**config.mk**
```make
export PLATFORM = sky130hd
export DESIGN_NAME = key_compositor
export DESIGN_NICKNAME = d
export VERILOG_FILES = /design/src/rtl/key_compositor.sv
export SDC_FILE = /design/constraint.sdc
export NUM_CORES = 1
export LEC_CHECK = 0
export CAP_MARGIN = 20
export CORE_UTILIZATION = 30
export DETAILED_ROUTE_END_ITERATION = 7
export HOLD_SLACK_MARGIN = 0.08
export SYNTH_ARGS = -nofsm -noshare
export SYNTH_HDL_FRONTEND = slang
export SYNTH_SLANG_ARGS = --single-unit
export TNS_END_PERCENT = 1
```
**constraint.sdc**
```tcl
create_clock -name clk -period 2.94 [get_ports clk]
set_input_delay 0.882 -clock clk [delete_from_list [all_inputs] [get_ports clk]]
set_output_delay 0.882 -clock clk [all_outputs]
set_load 0.005 [all_outputs]
```
**src/rtl/key_compositor.sv**
```systemverilog
// rtl/key_compositor.sv - keyed-pixel background compositor with minimum-run filtering
//
// Replaces keyed (all-zero RGB) pixels with a generated background, but only
// when they belong to a horizontal run of at least MIN_RUN keyed pixels.
// Shorter runs pass through. Counts substituted pixels per frame.
//
// Ports:
//   clk, rst            pixel clock, synchronous active-high reset
//   comp_en             compositing enable, sampled with each pixel
//   r, g, b, vld_in     keyer output pixel and its valid
//   sof                 start of frame, qualified by vld_in, marks pixel (0,0)
//   bg_mode, bg_color   background source (solid/checker/gradient/off) and base colour
//   pass_in             24-bit sideband carried alongside the pixel
//   outR, outG, outB    composited pixel, MIN_RUN+1 cycles after input
//   vld_out, sof_out    delayed vld_in and sof
//   pass_thru           delayed pass_in
//   key_count(_vld)     previous frame's substituted-pixel count and its update pulse
module key_compositor #(
  parameter int H_ACTIVE  = 640,
  parameter int V_ACTIVE  = 480,
  parameter int MIN_RUN   = 4,
  parameter int TILE_LOG2 = 5
) (
  input  logic        clk,
  input  logic        rst,
  input  logic        comp_en,
  input  logic [7:0]  r,
  input  logic [7:0]  g,
  input  logic [7:0]  b,
  input  logic        vld_in,
  input  logic        sof,
  input  logic [1:0]  bg_mode,
  input  logic [23:0] bg_color,
  input  logic [23:0] pass_in,
  output logic [7:0]  outR,
  output logic [7:0]  outG,
  output logic [7:0]  outB,
  output logic        vld_out,
  output logic        sof_out,
  output logic [23:0] pass_thru,
  output logic [19:0] key_count,
  output logic        key_count_vld
);

  // Counters are at least as wide as the gradient mode's bit selects need.
  localparam int XW = ($clog2(H_ACTIVE) > 10) ? $clog2(H_ACTIVE) : 10;
  localparam int YW = ($clog2(V_ACTIVE) > 9) ? $clog2(V_ACTIVE) : 9;
  localparam logic [XW-1:0] X_LAST   = XW'(H_ACTIVE - 1);
  localparam logic [YW-1:0] Y_LAST   = YW'(V_ACTIVE - 1);
  localparam logic [3:0]    RUN_MAX  = 4'(MIN_RUN);
  localparam logic [3:0]    RUN_TRIG = 4'(MIN_RUN - 1);

  typedef struct packed {
    logic        vld;
    logic        sof;
    logic [23:0] pix;
    logic [23:0] pass;
    logic [23:0] bg;
  } stage_t;

  stage_t             pipe [MIN_RUN];
  stage_t             head;
  stage_t             tail;
  logic [MIN_RUN-1:0] rep_q;      // bit i is the replace flag of pipe[i]
  logic               head_rep;
  logic               tail_rep;
  logic               first;
  logic               key;
  logic               trig;
  logic [XW-1:0]      x_cnt;
  logic [XW-1:0]      cur_x;
  logic [YW-1:0]      y_cnt;
  logic [YW-1:0]      cur_y;
  logic [3:0]         run_cnt;
  logic [3:0]         run_base;
  logic [3:0]         run_next;
  logic [23:0]        bg_val;
  logic [19:0]        acc;

  always_comb begin
    first    = sof & vld_in;
    cur_x    = first ? '0 : x_cnt;
    cur_y    = first ? '0 : y_cnt;
    key      = vld_in & comp_en & ({r, g, b} == 24'd0) & (bg_mode != 2'd3);
    // A new frame or a new line always starts a fresh run.
    run_base = (first || cur_x == '0) ? 4'd0 : run_cnt;
    run_next = 4'd0;
    if (key) begin
      run_next = (run_base == RUN_MAX) ? RUN_MAX : run_base + 4'd1;
    end
    // The pixel that completes a run back-marks the MIN_RUN-1 keyed pixels
    // already sitting in the delay line.
    trig     = key & (run_base == RUN_TRIG);
    head_rep = key & (run_next == RUN_MAX);
    case (bg_mode)
      2'd1:    bg_val = (cur_x[TILE_LOG2] ^ cur_y[TILE_LOG2]) ? ~bg_color : bg_color;
      2'd2:    bg_val = {cur_x[9:2], cur_y[8:1], bg_color[7:0]};
      default: bg_val = bg_color;
    endcase
    head.vld  = vld_in;
    head.sof  = sof;
    head.pix  = {r, g, b};
    head.pass = pass_in;
    head.bg   = bg_val;
    tail      = pipe[MIN_RUN-1];
    tail_rep  = rep_q[MIN_RUN-1];
  end

  always_ff @(posedge clk) begin
    if (rst) begin
      x_cnt   <= '0;
      y_cnt   <= '0;
      run_cnt <= '0;
    end else begin
      run_cnt <= run_next;
      if (vld_in) begin
        if (cur_x == X_LAST) begin
          x_cnt <= '0;
          y_cnt <= (cur_y == Y_LAST) ? cur_y : cur_y + YW'(1);
        end else begin
          x_cnt <= cur_x + XW'(1);
          y_cnt <= cur_y;
        end
      end
    end
  end

  always_ff @(posedge clk) begin
    if (rst) begin
      for (int i = 0; i < MIN_RUN; i++) pipe[i] <= '0;
      rep_q <= '0;
    end else begin
      pipe[0] <= head;
      for (int i = 1; i < MIN_RUN; i++) pipe[i] <= pipe[i-1];
      rep_q <= {rep_q[MIN_RUN-2:0] | {(MIN_RUN-1){trig}}, head_rep};
    end
  end

  always_ff @(posedge clk) begin
    if (rst) begin
      outR          <= '0;
      outG          <= '0;
      outB          <= '0;
      vld_out       <= 1'b0;
      sof_out       <= 1'b0;
      pass_thru     <= '0;
      key_count     <= '0;
      key_count_vld <= 1'b0;
      acc           <= '0;
    end else begin
      outR          <= tail_rep ? tail.bg[23:16] : tail.pix[23:16];
      outG          <= tail_rep ? tail.bg[15:8]  : tail.pix[15:8];
      outB          <= tail_rep ? tail.bg[7:0]   : tail.pix[7:0];
      vld_out       <= tail.vld;
      sof_out       <= tail.sof;
      pass_thru     <= tail.pass;
      key_count_vld <= 1'b0;
      if (tail.vld && tail.sof) begin
        key_count     <= acc;
        key_count_vld <= 1'b1;
        acc           <= {19'd0, tail_rep};
      end else if (tail.vld && tail_rep && acc != '1) begin
        acc <= acc + 20'd1;
      end
    end
  end

endmodule

```
==> results of run 1 <==
-- per-stage QoR --
stage / TNS [ns] / cell area, um2 / hold WS, ns
2_1_floorplan: 0 / 13170 / 0.4138
3_3_place_gp: -13.06 / 15480 / 0.4148
3_5_place_dp: -8.115 / 15490 / 0.4204
4_1_cts: 0 / 17070 / 0.4186
5_1_grt: 0 / 17060 / 0.4438
6_report: 0 / 17060 / 0.4102
-- placed cells by master (no fill, tap or decap), types with 7 or more instances in the layout --
cell type	instances
xnor2_1	11
a22o_1	20
ha_1	9
nor2_1	90
nor2b_1	297
clkbuf_8	11
buf_4	40
xor2_1	10
nor3_1	14
inv_1	19
nand4_1	11
clkbuf_16	46
dfxtp_1	413
clkdlybuf4s50_1	146
o21ai_0	7
o32ai_1	8
mux2i_1	45
nand3_1	9
and3_1	7
a21oi_1	24
a222oi_1	16
nand2_1	32
-- cell families (layout without fill, tap and decap cells) --
kind of cell             after synthesis  in the layout  share of synthesized area
AND/OR/NAND/NOR                      506            506                     0.2229
AO/OA/AOI/OAI                        107            107                    0.06190
XOR/XNOR                              21             21                    0.01400
adder cells (fa/ha/maj)                9              9                   0.008571
other                                  0              1                          0
multiplexers                          45             45                    0.03428
buffers and inverters                 90            292                    0.02752
flip-flops                           414            414                     0.6308
-- worst max path at each step --
stage / to / slack [ns] / cells past startpoint
2_1_floorplan: rep_q[0] / 0.003 / 14
3_3_place_gp: pipe[0][15] / -0.56 / 7
3_5_place_dp: rep_q[0] / -0.66 / 13
4_1_cts: rep_q[0] / 0.20 / 13
5_1_grt: rep_q[0] / 0.16 / 14
6_report: rep_q[0] / 0.41 / 14
-- power breakdown --
group	internal [W]	switching, W	leakage (nW)	total, W
logic	0.000254	0.000219	2.38	0.000473
registers	0.00577	0.0000422	3.37	0.00581
clock network	0.00367	0.00219	0.769	0.00585
-- sequential cells by signal, summed over array words and instances (netlist names), 8 cells and up --
| register | cells |
|---|---|
| x_cnt | 10 |
| acc | 20 |
| pipe | 296 |
| pass_thru | 24 |
| y_cnt | 9 |
| outG | 8 |
| key_count | 20 |
| outR | 8 |
| outB | 8 |
-- cell type report --
class / count / area share
flip-flops and latches: 414 / 0.4858
multi-input cells: 688 / 0.2645
repair buffers: 194 / 0.1097
clock buffers: 63 / 0.07766
well taps: 585 / 0.04290
clock inverters: 16 / 0.01503
inverters: 19 / 0.004180
diodes: 1 / 0.0001467
-- routing by layer --
| layer | global-route usage | vias to the layer above | share of wire |
|---|---|---|---|
| met5 | 0 | - | 0 |
| met2 | 0.1863 | 214 | 0.45 |
| li1 | - | 4282 | - |
| met4 | 0.04848 | 0 | 0.025 |
| met3 | 0.03063 | 54 | 0.056 |
| met1 | 0.1548 | 3862 | 0.46 |
-- repair_timing --
| item | 4_1_cts | 5_1_grt |
|---|---|---|
| setup endpoints to repair | 1 | 1 |
| resized for setup | 2 | 4 |
| buffers inserted | 0 | 0 |
==> reports/qor.txt, run 1 <==
Status -> finished, final reports clean
Critical path startpoint category -> input port
Synth top cells by count -> dfxtp_1, nor2b_1, nor2_1, clkbuf_1, mux2i_1
Chip Height -> 211.3 um
Critical Path RT -> 3.40 ns
Synth-to-Final Area Change -> 29.85%
Hold/Removal Path Class -> reg2reg
Mapped cell area -> 0.01314 mm2
WL per Instance -> 13.25 um
Lkg Pwr -> 6.525 nW
Clock Path Buffers -> 3
Clock Root Buffer -> clkbuf_16
Final Critical Period -> 2.529 ns
Cell count after synthesis -> 1192
Max-cap viol count -> 0
Max Clock Skew -> 0.02599 ns
Nets -> 1449
Slew Viols, Final -> 0
Row cnt -> 76
Footprint of the multi-input gates -> 0.004513 mm2
Critical Path End Type -> flop
DR vias/cell -> 4.248
Yosys cell types -> 60
Slew @ Worst Pin -> 0.8733 ns
Yosys top cell by area -> dfxtp_1
Register area share after synthesis -> 0.6308
Initial antenna violation count -> 2
Grt total ovfl -> 0
CP max stage cell -> or3_1
Hold Path Cell Cnt -> 1
Total Power -> 0.01213 W
Fmax -> 395.5 MHz
R2r setup slk -> 0.59 ns
Buffers on Ports -> 149
Place WS -> -0.6618 ns
Width of the die -> 211.3 um
Pwr per Cell Area -> 711.1 mW/mm2
Top_reg_cell synth -> dfxtp_1
Critical path cell sequence -> clkbuf_2 > nand2_4 > nand2_1 > ha_1 > nor4b_2 > a31oi_2 > and2_1 > inv_1 > ha_1 > nand2b_1 > o21bai_1 > nand2_1 > or3_1 > nor4_1
CTS Buf Count -> 44
VDD IR max -> 0.0004066 V
Hold path endpoint -> pipe[0][242]
Largest net degree at the start of global routing -> 86
Share of the synthesized area in the top cell type -> 0.6308
Vias in the first global route -> 8117
Clk_lat worst skew -> 0.56 ns
CP Class -> in2reg
Worst path buffer plus inverter count -> 2
GP Congestion -> 0.8735
Number of flops mapped to enable cells by yosys -> 0
Worst setup path start -> vld_in
Top cells by area in the synthesized netlist -> dfxtp_1, nor2b_1, mux2i_1
H-tree lvl count -> 2
Residual DRC -> 0
Detailed-router iteration count before antenna repair -> 6
Routed vias -> 8412
Hold wc startpoint -> pipe[0][168]
Post-synth ARST share -> 0
DP HPWL -> 18190 um
Layout Cells excl Fill -> 1980
Worst r2r dst -> rep_q[0]
Yosys reg bits -> 414
Overall Global Routing Usage -> 0.1188
Initial Util -> 0.3043
Crit Reg-Reg Startpoint -> x_cnt[1]
Max incr delay on CP -> 0.36 ns
Layout Utilization -> 0.3952
Worst Reg-to-Reg Cells -> 12
Hold Violations, Final -> 0
FILL cells -> 4216
Final setup margin -> 0.4113 ns
Share of layout cells above drive strength 1 -> 0.1011
RSZ-0062 raised after global routing -> false
CTS tree -> built
Most frequent cell after synthesis -> dfxtp_1
Synthesized Nets -> 1280
First-pass GRT wire length -> 41880 um
Die ar. -> 0.04464 mm2
CTS Hold Bufs -> 0
Num ports -> 150
Core area -> 0.04317 mm2
Count of final setup violators -> 0
ANT nets after route -> 0
Iteration-0 DRC Markers -> 500
Register Area -> 0.008289 mm2
Final period util -> 0.8601
DP Cell Count -> 1900
WL final -> 26230 um
Crit path max fanout -> 4
Relative slew slack -> 0.4133
CP arrival -> 2.99 ns
Yosys warns -> 0
Reg clk slew, reported paths -> 0.06 ns
CP top delay family -> simple AND/OR/NAND/NOR gates
Mean Syn Cell Area -> 11.02 um2
Clock sinks -> 414
No activity file was read; power rests on OpenSTA's default activity.
==> run 2, diff against run 1 <==
--- a/config.mk
+++ b/config.mk
@@ -6,6 +6,7 @@
 export NUM_CORES = 1
 export LEC_CHECK = 0
 export CAP_MARGIN = 20
+export CORE_MARGIN = 2
 export CORE_UTILIZATION = 30
 export DETAILED_ROUTE_END_ITERATION = 7
 export HOLD_SLACK_MARGIN = 0.08
==> reports/qor.txt, run 2 (same netlist as run 1, synthesis figures left out) <==
Clock Root Buffer -> clkbuf_16 (unchanged)
Iteration-0 DRC Markers -> 477 (was 500)
Final Critical Period -> 2.782 ns (was 2.529 ns)
Largest Register -> pipe (unchanged)
Hold path endpoint -> pipe[0][161] (was pipe[0][242])
Largest register FFs -> 296 (unchanged)
Max Clock Skew -> 0.03603 ns (was 0.02599 ns)
Critical Path End Type -> flop (unchanged)
CP max stage cell -> or3_4 (was or3_1)
DP Cell Count -> 1904 (was 1900)
Synth-to-Final Area Change -> 29.90% (was 29.85%)
Number of diodes -> 0 (was 1)
Share of layout cells above drive strength 1 -> 0.1044 (was 0.1011)
Hold/Removal Path Class -> reg2reg (unchanged)
WL final -> 26440 um (was 26230 um)
Clk_lat worst skew -> 0.58 ns (was 0.56 ns)
Relative slew slack -> 0.5417 (was 0.4133)
GP Congestion -> 0.8447 (was 0.8735)
RSZ-0062 raised after global routing -> false (unchanged)
Commonest non-fill, non-tap cell in the layout -> dfxtp_1 (unchanged)
Num ports -> 150 (unchanged)
VDD IR max -> 0.0003791 V (was 0.0004066 V)
Hold Path Cell Cnt -> 1 (unchanged)
Reg clk slew, reported paths -> 0.06 ns (about the same)
Pwr per Cell Area -> 696.5 mW/mm2 (was 711.1 mW/mm2)
Worst setup path start -> vld_in (unchanged)
Leading cell types in the layout, fill and taps excluded -> dfxtp_1, nor2b_1, clkdlybuf4s50_1 (unchanged)
Layout Cells excl Fill -> 1984 (was 1980)
FILL cells -> 4266 (was 4216)
Total Power -> 0.01189 W (was 0.01213 W)
Routed vias -> 8412 (unchanged)
CTS tree -> built (unchanged)
Slew @ Worst Pin -> 0.6859 ns (was 0.8733 ns)
Hold wc startpoint -> pipe[0][87] (was pipe[0][168])
Initial antenna violation count -> 1 (was 2)
Lkg Pwr -> 6.534 nW (was 6.525 nW)
Critical path startpoint category -> input port (unchanged)
Critical path cell sequence -> clkdlybuf4s15_1 > a21bo_4 > ha_1 > nor4b_4 > a31oi_2 > buf_4 > nand2_2 > ha_2 > nand2b_1 > o21bai_1 > nand2_1 > or3_4 > nor4_4 (was clkbuf_2 > nand2_4 > nand2_1 > ha_1 > nor4b_2 > a31oi_2 > and2_1 > inv_1 > ha_1 > nand2b_1 > o21bai_1 > nand2_1 > or3_1 > nor4_1)
CP arrival -> 3.28 ns (was 2.99 ns)
Row cnt -> 76 (unchanged)
Overall Global Routing Usage -> 0.1166 (was 0.1188)
R2r setup slk -> 0.49 ns (was 0.59 ns)
Crit path max fanout -> 4 (unchanged)
Crit Reg-Reg Startpoint -> x_cnt[1] (unchanged)
DR vias/cell -> 4.240 (was 4.248)
Worst r2r dst -> rep_q[0] (unchanged)
Max incr delay on CP -> 0.38 ns (was 0.36 ns)
CTS Hold Bufs -> 0 (unchanged)
Vias in the first global route -> 8076 (was 8117)
DP HPWL -> 18410 um (was 18190 um)
Final period util -> 0.9461 (was 0.8601)
CP Class -> in2reg (unchanged)
Clock Path Buffers -> 3 (unchanged)
Initial Util -> 0.3043 (unchanged)
Fmax -> 359.5 MHz (was 395.5 MHz)
First-pass GRT wire length -> 41610 um (was 41880 um)
Critical Path RT -> 3.44 ns (was 3.40 ns)
Chip Height -> 213.3 um (was 211.3 um)
Clock sinks -> 414 (unchanged)
Residual DRC -> 0 (unchanged)
Width of the die -> 213.3 um (was 211.3 um)
Grt total ovfl -> 0 (unchanged)
Count of final setup violators -> 0 (unchanged)
Nets -> 1453 (was 1449)
CTS Buf Count -> 43 (was 44)
Top Registers -> pipe x296, pass_thru x24 (unchanged)
Hold Violations, Final -> 0 (unchanged)
Max-cap viol count -> 0 (unchanged)
H-tree lvl count -> 2 (unchanged)
Buffers on Ports -> 149 (unchanged)
Core area -> 0.04317 mm2 (unchanged)
Detailed-router iteration count before antenna repair -> 5 (was 6)
Status -> finished, final reports clean (unchanged)
Slew Viols, Final -> 0 (unchanged)
Die ar. -> 0.04549 mm2 (was 0.04464 mm2)
ANT nets after route -> 0 (unchanged)
WL per Instance -> 13.32 um (was 13.25 um)
Worst Reg-to-Reg Cells -> 12 (unchanged)
Largest net degree at the start of global routing -> 87 (was 86)
-- run 2: worst max-delay path by stage --
stage	endpoint	depth (start not counted)	slack (ns)
after detailed placement	rep_q[0]	13	-0.68
final	rep_q[0]	13	0.16
after floorplan	rep_q[0]	14	0.003
after global routing	rep_q[0]	13	0.02
after global placement	rep_q[0]	13	-0.55
after CTS	rep_q[0]	15	0.02
-- run 2: area by class of cell --
type | count | area [um2] | area share
clock buffer | 59 | 1206 | 0.07067
clock inverter | 20 | 291.5 | 0.01708
inverter | 19 | 71.32 | 0.004179
multi-input combinational | 688 | 4549 | 0.2665
sequential | 414 | 8289 | 0.4857
tap | 585 | 732.0 | 0.04289
timing repair buffer | 199 | 1928 | 0.1130
-- run 2: metrics by stage --
step	setup slack (ns)	setup TNS, ns	cell area, um2	util	hold WS, ns
3_5_place_dp	-0.6804	-10.61	15520	0.3595	0.4204
6_report	0.1584	0	17070	0.3953	0.4169
4_1_cts	0.02242	0	17030	0.3944	0.4184
2_1_floorplan	0.003169	0	13170	-	0.4138
5_1_grt	0.02394	0	17070	0.3953	0.4406
3_3_place_gp	-0.5452	-14.20	15510	0.3593	0.4163
-- run 2: worst max-delay path: cells and delay by family --
kind | cells | cell delay, ns
buf+inv | 2 | 0.50
fa+ha+maj | 2 | 0.33
compound gates | 3 | 0.51
simple gates | 6 | 1.06
-- run 2: per-layer routing --
layer  share of wire  global-route usage  up-vias
met4           0.032             0.04957        0
li1                -                   -     4284
met3           0.059             0.02927       61
met2            0.45              0.1848      220
met5               0                   0        -
met1            0.46              0.1510     3847
-- run 2: report_power, final --
| part | switching, W | internal [W] |
|---|---|---|
| clock | 0.00224 | 0.00336 |
| sequential | 0.0000434 | 0.00577 |
| combinational | 0.000223 | 0.000260 |
| total | 0.00250 | 0.00939 |
-- run 2: what timing repair did --
| action | 4_1_cts | 5_1_grt |
|---|---|---|
| endpoints found under the setup margin | 1 | 1 |
| pin swaps | 0 | 5 |
| resized for setup | 2 | 9 |
| buffers inserted | 0 | 1 |
